===== config.mk =====
export PLATFORM = sky130hd
export DESIGN_NAME = pattern_det_ctrl_flat
export DESIGN_NICKNAME = d
export VERILOG_FILES = /design/src/rtl/pattern_det_pkg.sv /design/src/rtl/pattern_det_ctrl_if.sv /design/src/rtl/pattern_det_cmp.sv /design/src/rtl/pattern_det_ctrl.sv /design/src/flat_wrapper.sv
export SDC_FILE = /design/constraint.sdc
export NUM_CORES = 1
export LEC_CHECK = 0
export CAP_MARGIN = 25
export CORE_MARGIN = 2
export CORE_UTILIZATION = 58
export DETAILED_ROUTE_END_ITERATION = 8
export GPL_TIMING_DRIVEN = 0
export PLACE_DENSITY = 0.9
export SLEW_MARGIN = 40
export SYNTH_ARGS = -nofsm -noshare
export SYNTH_HDL_FRONTEND = slang
export SYNTH_SLANG_ARGS = --single-unit

===== constraint.sdc =====
create_clock -name clk -period 3.5 [get_ports clk]
set_clock_uncertainty 0.15 [all_clocks]
set_input_delay 0.35 -clock clk [delete_from_list [all_inputs] [get_ports clk]]
set_output_delay 0.35 -clock clk [all_outputs]
set_load 0.05 [all_outputs]

===== src/rtl/pattern_det_pkg.sv =====
// Shared types for the serial pattern detector: FSM state encoding.
package pattern_det_pkg;

  typedef enum logic [1:0] {
    ST_IDLE = 2'd0,
    ST_RUN  = 2'd1,
    ST_DONE = 2'd2
  } state_e;

endpackage


===== src/rtl/pattern_det_ctrl_if.sv =====
// Configuration handshake bundle: pattern, length, overlap mode and scan window.
interface pattern_det_ctrl_if #(
  parameter int unsigned MAX_LEN = 8,
  parameter int unsigned WIN_W   = 8,
  parameter int unsigned LEN_W   = (MAX_LEN > 1) ? $clog2(MAX_LEN) : 1
);
  logic               cfg_valid;
  logic               cfg_ready;
  logic [MAX_LEN-1:0] cfg_pattern;
  logic [LEN_W-1:0]   cfg_len;
  logic               cfg_overlap;
  logic [WIN_W-1:0]   cfg_window;

  modport master (
    output cfg_valid, cfg_pattern, cfg_len, cfg_overlap, cfg_window,
    input  cfg_ready
  );

  modport slave (
    input  cfg_valid, cfg_pattern, cfg_len, cfg_overlap, cfg_window,
    output cfg_ready
  );
endinterface


===== src/rtl/pattern_det_cmp.sv =====
// Masked compare of {history, din} against the pattern over the low len+1 bits.
module pattern_det_cmp #(
  parameter int unsigned MAX_LEN = 8,
  parameter int unsigned LEN_W   = (MAX_LEN > 1) ? $clog2(MAX_LEN) : 1
) (
  input  logic [MAX_LEN-2:0] hist_i,
  input  logic               din_i,
  input  logic [MAX_LEN-1:0] pattern_i,
  input  logic [LEN_W-1:0]   len_i,
  output logic               hit_o
);

  logic [MAX_LEN-1:0] cand;
  logic [MAX_LEN-1:0] mask;

  always_comb begin
    cand = {hist_i, din_i};
    mask = '0;
    for (int i = 0; i < int'(MAX_LEN); i++) begin
      mask[i] = (i <= int'(len_i));
    end
    hit_o = (((cand ^ pattern_i) & mask) == '0);
  end

endmodule


===== src/rtl/pattern_det_ctrl.sv =====
// Serial pattern detector: config latch, IDLE/RUN/DONE scan FSM, match/fill/window counters.
module pattern_det_ctrl
  import pattern_det_pkg::*;
#(
  parameter int unsigned MAX_LEN = 8,
  parameter int unsigned CNT_W   = 8,
  parameter int unsigned WIN_W   = 8
) (
  input  logic                clk,
  input  logic                rst_n,
  pattern_det_ctrl_if.slave   cfg,
  input  logic                start,
  input  logic                stop,
  input  logic                din,
  input  logic                din_valid,
  output logic                dout,
  output logic [CNT_W-1:0]    match_count,
  output logic                busy,
  output logic                done
);

  localparam int unsigned LEN_W  = (MAX_LEN > 1) ? $clog2(MAX_LEN) : 1;
  localparam int unsigned FILL_W = $clog2(MAX_LEN + 1);
  localparam int unsigned HIST_W = MAX_LEN - 1;

  state_e              state_q, state_d;
  logic [HIST_W-1:0]   hist_q,  hist_d;
  logic [FILL_W-1:0]   fill_q,  fill_d;
  logic [WIN_W-1:0]    scan_q,  scan_d;
  logic [CNT_W-1:0]    cnt_q,   cnt_d;
  logic [MAX_LEN-1:0]  pat_q,   pat_d;
  logic [LEN_W-1:0]    len_q,   len_d;
  logic                ov_q,    ov_d;
  logic [WIN_W-1:0]    win_q,   win_d;
  logic                hit;
  logic                cfg_hs;

  pattern_det_cmp #(
    .MAX_LEN (MAX_LEN),
    .LEN_W   (LEN_W)
  ) u_cmp (
    .hist_i    (hist_q),
    .din_i     (din),
    .pattern_i (pat_q),
    .len_i     (len_q),
    .hit_o     (hit)
  );

  assign cfg.cfg_ready = (state_q != ST_RUN);
  assign busy          = (state_q == ST_RUN);
  assign done          = (state_q == ST_DONE);
  assign match_count   = cnt_q;
  assign cfg_hs        = cfg.cfg_valid && (state_q != ST_RUN);

  always_ff @(posedge clk or negedge rst_n) begin
    if (!rst_n) begin
      state_q <= ST_IDLE;
      hist_q  <= '0;
      fill_q  <= '0;
      scan_q  <= '0;
      cnt_q   <= '0;
      pat_q   <= '0;
      len_q   <= '0;
      ov_q    <= 1'b0;
      win_q   <= '0;
    end else begin
      state_q <= state_d;
      hist_q  <= hist_d;
      fill_q  <= fill_d;
      scan_q  <= scan_d;
      cnt_q   <= cnt_d;
      pat_q   <= pat_d;
      len_q   <= len_d;
      ov_q    <= ov_d;
      win_q   <= win_d;
    end
  end

  always_comb begin
    state_d = state_q;
    hist_d  = hist_q;
    fill_d  = fill_q;
    scan_d  = scan_q;
    cnt_d   = cnt_q;
    pat_d   = pat_q;
    len_d   = len_q;
    ov_d    = ov_q;
    win_d   = win_q;
    dout    = 1'b0;

    case (state_q)
      ST_IDLE, ST_DONE: begin
        // A config handshake takes priority and swallows a same-cycle start.
        if (cfg_hs) begin
          pat_d   = cfg.cfg_pattern;
          len_d   = cfg.cfg_len;
          ov_d    = cfg.cfg_overlap;
          win_d   = cfg.cfg_window;
          state_d = ST_IDLE;
        end else if (start) begin
          state_d = ST_RUN;
          hist_d  = '0;
          fill_d  = '0;
          scan_d  = '0;
          cnt_d   = '0;
        end
      end

      ST_RUN: begin
        if (din_valid) begin
          dout   = (fill_q >= FILL_W'(len_q)) && hit;
          hist_d = HIST_W'({hist_q, din});
          scan_d = scan_q + WIN_W'(1);
          // Non-overlapping mode restarts the fill so matched bits are not reused.
          if (dout && !ov_q) begin
            fill_d = '0;
          end else if (fill_q != FILL_W'(MAX_LEN)) begin
            fill_d = fill_q + FILL_W'(1);
          end
          if (dout && (cnt_q != '1)) begin
            cnt_d = cnt_q + CNT_W'(1);
          end
          if ((win_q != '0) && (scan_q == win_q - WIN_W'(1))) begin
            state_d = ST_DONE;
          end
        end
        if (stop) begin
          state_d = ST_IDLE;
        end
      end

      default: state_d = ST_IDLE;
    endcase
  end

endmodule

===== src/flat_wrapper.sv =====
// flat-port wrapper written by rule: the top's interface ports become plain ports
module pattern_det_ctrl_flat import pattern_det_pkg::*;
#(
  parameter int unsigned MAX_LEN = 8,
  parameter int unsigned CNT_W   = 8,
  parameter int unsigned WIN_W   = 8
)
  (clk, rst_n, start, stop, din, din_valid, dout, match_count, busy, done, cfg_cfg_valid, cfg_cfg_pattern, cfg_cfg_len, cfg_cfg_overlap, cfg_cfg_window, cfg_cfg_ready);
  pattern_det_ctrl_if #(.MAX_LEN(MAX_LEN), .WIN_W(WIN_W)) cfg_i ();
  input  logic clk;
  input  logic rst_n;
  input  logic start;
  input  logic stop;
  input  logic din;
  input  logic din_valid;
  output logic dout;
  output logic [CNT_W-1:0] match_count;
  output logic busy;
  output logic done;
  input wire logic [$bits(cfg_i.cfg_valid)-1:0] cfg_cfg_valid;
  input wire logic [$bits(cfg_i.cfg_pattern)-1:0] cfg_cfg_pattern;
  input wire logic [$bits(cfg_i.cfg_len)-1:0] cfg_cfg_len;
  input wire logic [$bits(cfg_i.cfg_overlap)-1:0] cfg_cfg_overlap;
  input wire logic [$bits(cfg_i.cfg_window)-1:0] cfg_cfg_window;
  output wire logic [$bits(cfg_i.cfg_ready)-1:0] cfg_cfg_ready;
  assign cfg_i.cfg_valid = cfg_cfg_valid;
  assign cfg_i.cfg_pattern = cfg_cfg_pattern;
  assign cfg_i.cfg_len = cfg_cfg_len;
  assign cfg_i.cfg_overlap = cfg_cfg_overlap;
  assign cfg_i.cfg_window = cfg_cfg_window;
  assign cfg_cfg_ready = cfg_i.cfg_ready;
  pattern_det_ctrl #(.MAX_LEN(MAX_LEN), .CNT_W(CNT_W), .WIN_W(WIN_W)) u_core (.clk(clk), .rst_n(rst_n), .cfg(cfg_i), .start(start), .stop(stop), .din(din), .din_valid(din_valid), .dout(dout), .match_count(match_count), .busy(busy), .done(done));
endmodule

==> metrics.cfg <==
[timing]
fmax_mhz = 300.1
min_period_over_period = 0.9520
fin_tns_setup_ns = 0
rsz0062_at_grt = false
fin_hold_ws_ns = 0.2821
fin_crit_ns = 3.332
drv_slew = 0
hold_violations = 0
setup_ws_ns = 0.1680
tightest_slew_ns = 0.6037
setup_viol = 0
slew_headroom = 0.5975

[run]
drv_cap = 0

[place]
dpl_cell_area_mm2 = 0.003083
place_ws_ns = 0.1756
routabilityCongestion = 0.8530
dp_hpwl_um = 4040
io_buffers = 38

[clock_tree]
cts_root_buffer = clkbuf_8
clockBufferDepth = 2
path_clk_slew_ns = 0.09
cts_max_level = 2
clk_latency_ns = 0.30
cts_sinks = 49
cts_tree = done
post_cts_resized = 0
numCtsBuffers = 5

[route]
drt-initial-drc-count = 158
dr.pass1.iters = 4
drc = 0
final_antenna_net_count = 0
wl_um = 5543
via_per_inst = 6.020
num_vias = 2101
routedWlPerCell_um = 15.88

[logic_synthesis]
yosys.area.top_type = dfrtp_1
synth_top_area_frac = 0.4680
ys_seq_area_frac = 0.4680
yosys-top-cells-count = dfrtp_1, mux2_2, nand2_1
ys_ff_latch = 49
synth_cell_types = 48
synth_edf_count = 0
ys.warnings.count = 0
synth-async-reset-ratio = 1.000
synth_area_leaders = dfrtp_1, mux2_2, ha_1
yosys.cell_count.top_type = dfrtp_1
avgSynthCellArea_um2 = 10.48
syn_area_mm2 = 0.002620
synthesis.nets = 285
synth_flop_cell = dfrtp_1
syn_inst = 250

[grt]
grt_pass1_vias = 2068
grt_max_degree = 37
grt_first_pass_wirelength_um = 9404
busiest_layer = met2
grt-ovfl-total = 0
grt.met1_usage = 0.2969
grtUsageMet2 = 0.4012
antenna_found_initial = 0
track_usage = 0.2355
grt.met3_usage = 0.04641

[finish]
antenna_cells = 0
fin_area_mm2 = 0.003183
fin_util = 0.7310
area_growth_pct = 21.49
fillCellCount = 320
fin_nets = 332
layout-drive-gt1-share = 0.1178

[floorplanning]
coreArea_mm2 = 0.004354
dieArea_mm2 = 0.005071
initial_utilization = 0.6017
rows = 24
die_h_um = 71.21
die_width_um = 71.21
pin_count = 39

[setup_path]
critPathMaxFanout = 10
required_ns = 3.00
critPathCaptureType = output port
arrival_ns = 2.83
startpoint_type = input port
path_class = input port to output port

[power]
p_per_area_mw_per_mm2 = 460.8
leakage_uw = 0.001366
irDropWorstVdd_v = 0.0002967

[outcome]
status = complete, no violations

[hold_path]
hold_path.class = input port to asynchronous set/reset pin

## cells by family after synthesis
family / count (synthesis) / synth area share
xor gates and xnor gates: 21 / 0.07020
buffers and inverters: 22 / 0.03582
adders and majority gates: 8 / 0.03821
muxes: 21 / 0.08835
DFF: 49 / 0.4680
and+or+nand+nor: 78 / 0.1638
AOI/OAI and AO/OA: 51 / 0.1356
## metal layers
layer / up-vias / share of wire
li1: 995 / -
met1: 1025 / 0.41
met2: 69 / 0.52
met3: 12 / 0.054
met4: 0 / 0.020
met5: - / 0
## where the power goes
group	internal (µW)	total, µW	switching [µW]	leakage [µW]
Sequential	640	719	79.0	0.000634
Clock	156	337	180	0.0000433
Combinational	200	411	211	0.000689
## flip-flops by register name, summed over array words and instances, names as in the netlist
signal	count
u_core.pat_q	8
u_core.state_q	2
u_core.hist_q	7
u_core.match_count	8
u_core.len_q	3
u_core.scan_q	8
u_core.fill_q	4
u_core.ov_q	1
u_core.win_q	8
## area by class of cell
cell class              count  area (µm²)  share of cell area
plain buffers              12       56.30             0.01769
clock buffers               6       82.58             0.02594
repair buffers             40       407.9              0.1281
clock inverters             1       7.507            0.002358
flip-flops and latches     49        1226              0.3852
multi-input cells         179        1300              0.4084
well taps                  52       65.06             0.02044
inverters                  10       37.54             0.01179
## critical path: stages
cell and delay, ns:
clkdlybuf4s50_1 0.57, and3b_1 0.18, buf_4 0.14, clkbuf_1 0.38
nor4b_1 0.34, clkdlybuf4s50_1 0.87
## path summary, 6_finish.rpt
| kind | start | end | slack [ns] | depth (start not counted) |
|---|---|---|---|---|
| worst min register to register | u_core.hist_q[6] | u_core.hist_q[6] | 0.37 | 1 |
| worst max-delay path | din_valid | dout | 0.17 | 6 |
| max in group asynchronous | rst_n | u_core.scan_q[5] | 2.49 | 3 |
| worst max register to register | u_core.len_q[1] | u_core.match_count[5] | 0.90 | 8 |
| worst min-delay path | rst_n | u_core.pat_q[5] | 0.28 | 2 |
| min in group clk | u_core.hist_q[6] | u_core.hist_q[6] | 0.37 | 1 |
## cell usage in the layout, fill, tap and decap left out, types with 3 or more instances in the layout
cell	netlist	routed
dfrtp_1	49	49
clkdlybuf4s50_1	0	37
nand2_1	17	17
mux2_2	17	17
nor2_1	15	15
xnor2_1	11	11
a21oi_1	11	11
a22o_1	11	11
inv_1	10	10
xor2_1	10	10
clkbuf_1	9	9
nand3_1	9	9
o21ai_0	8	8
ha_1	8	8
o31ai_1	7	7
clkbuf_8	0	6
nand4_1	5	5
mux2i_1	4	4
or4_1	4	4
or3_1	3	3
nor3b_1	3	3
nor4_1	3	3
a21o_1	3	3
## repair_timing
item	in CTS	in global routing
hold buffers	1	0
setup buffers	0	0
endpoints found under the hold margin	18	0
## per-stage QoR
step	instances	total power [µW]
final	349	1467
after floorplan	250	996.3
after detailed placement	341	1131
after global placement	340	1098
after CTS	349	1478
after global routing	349	1554
Power figures use the tool's default switching activity.
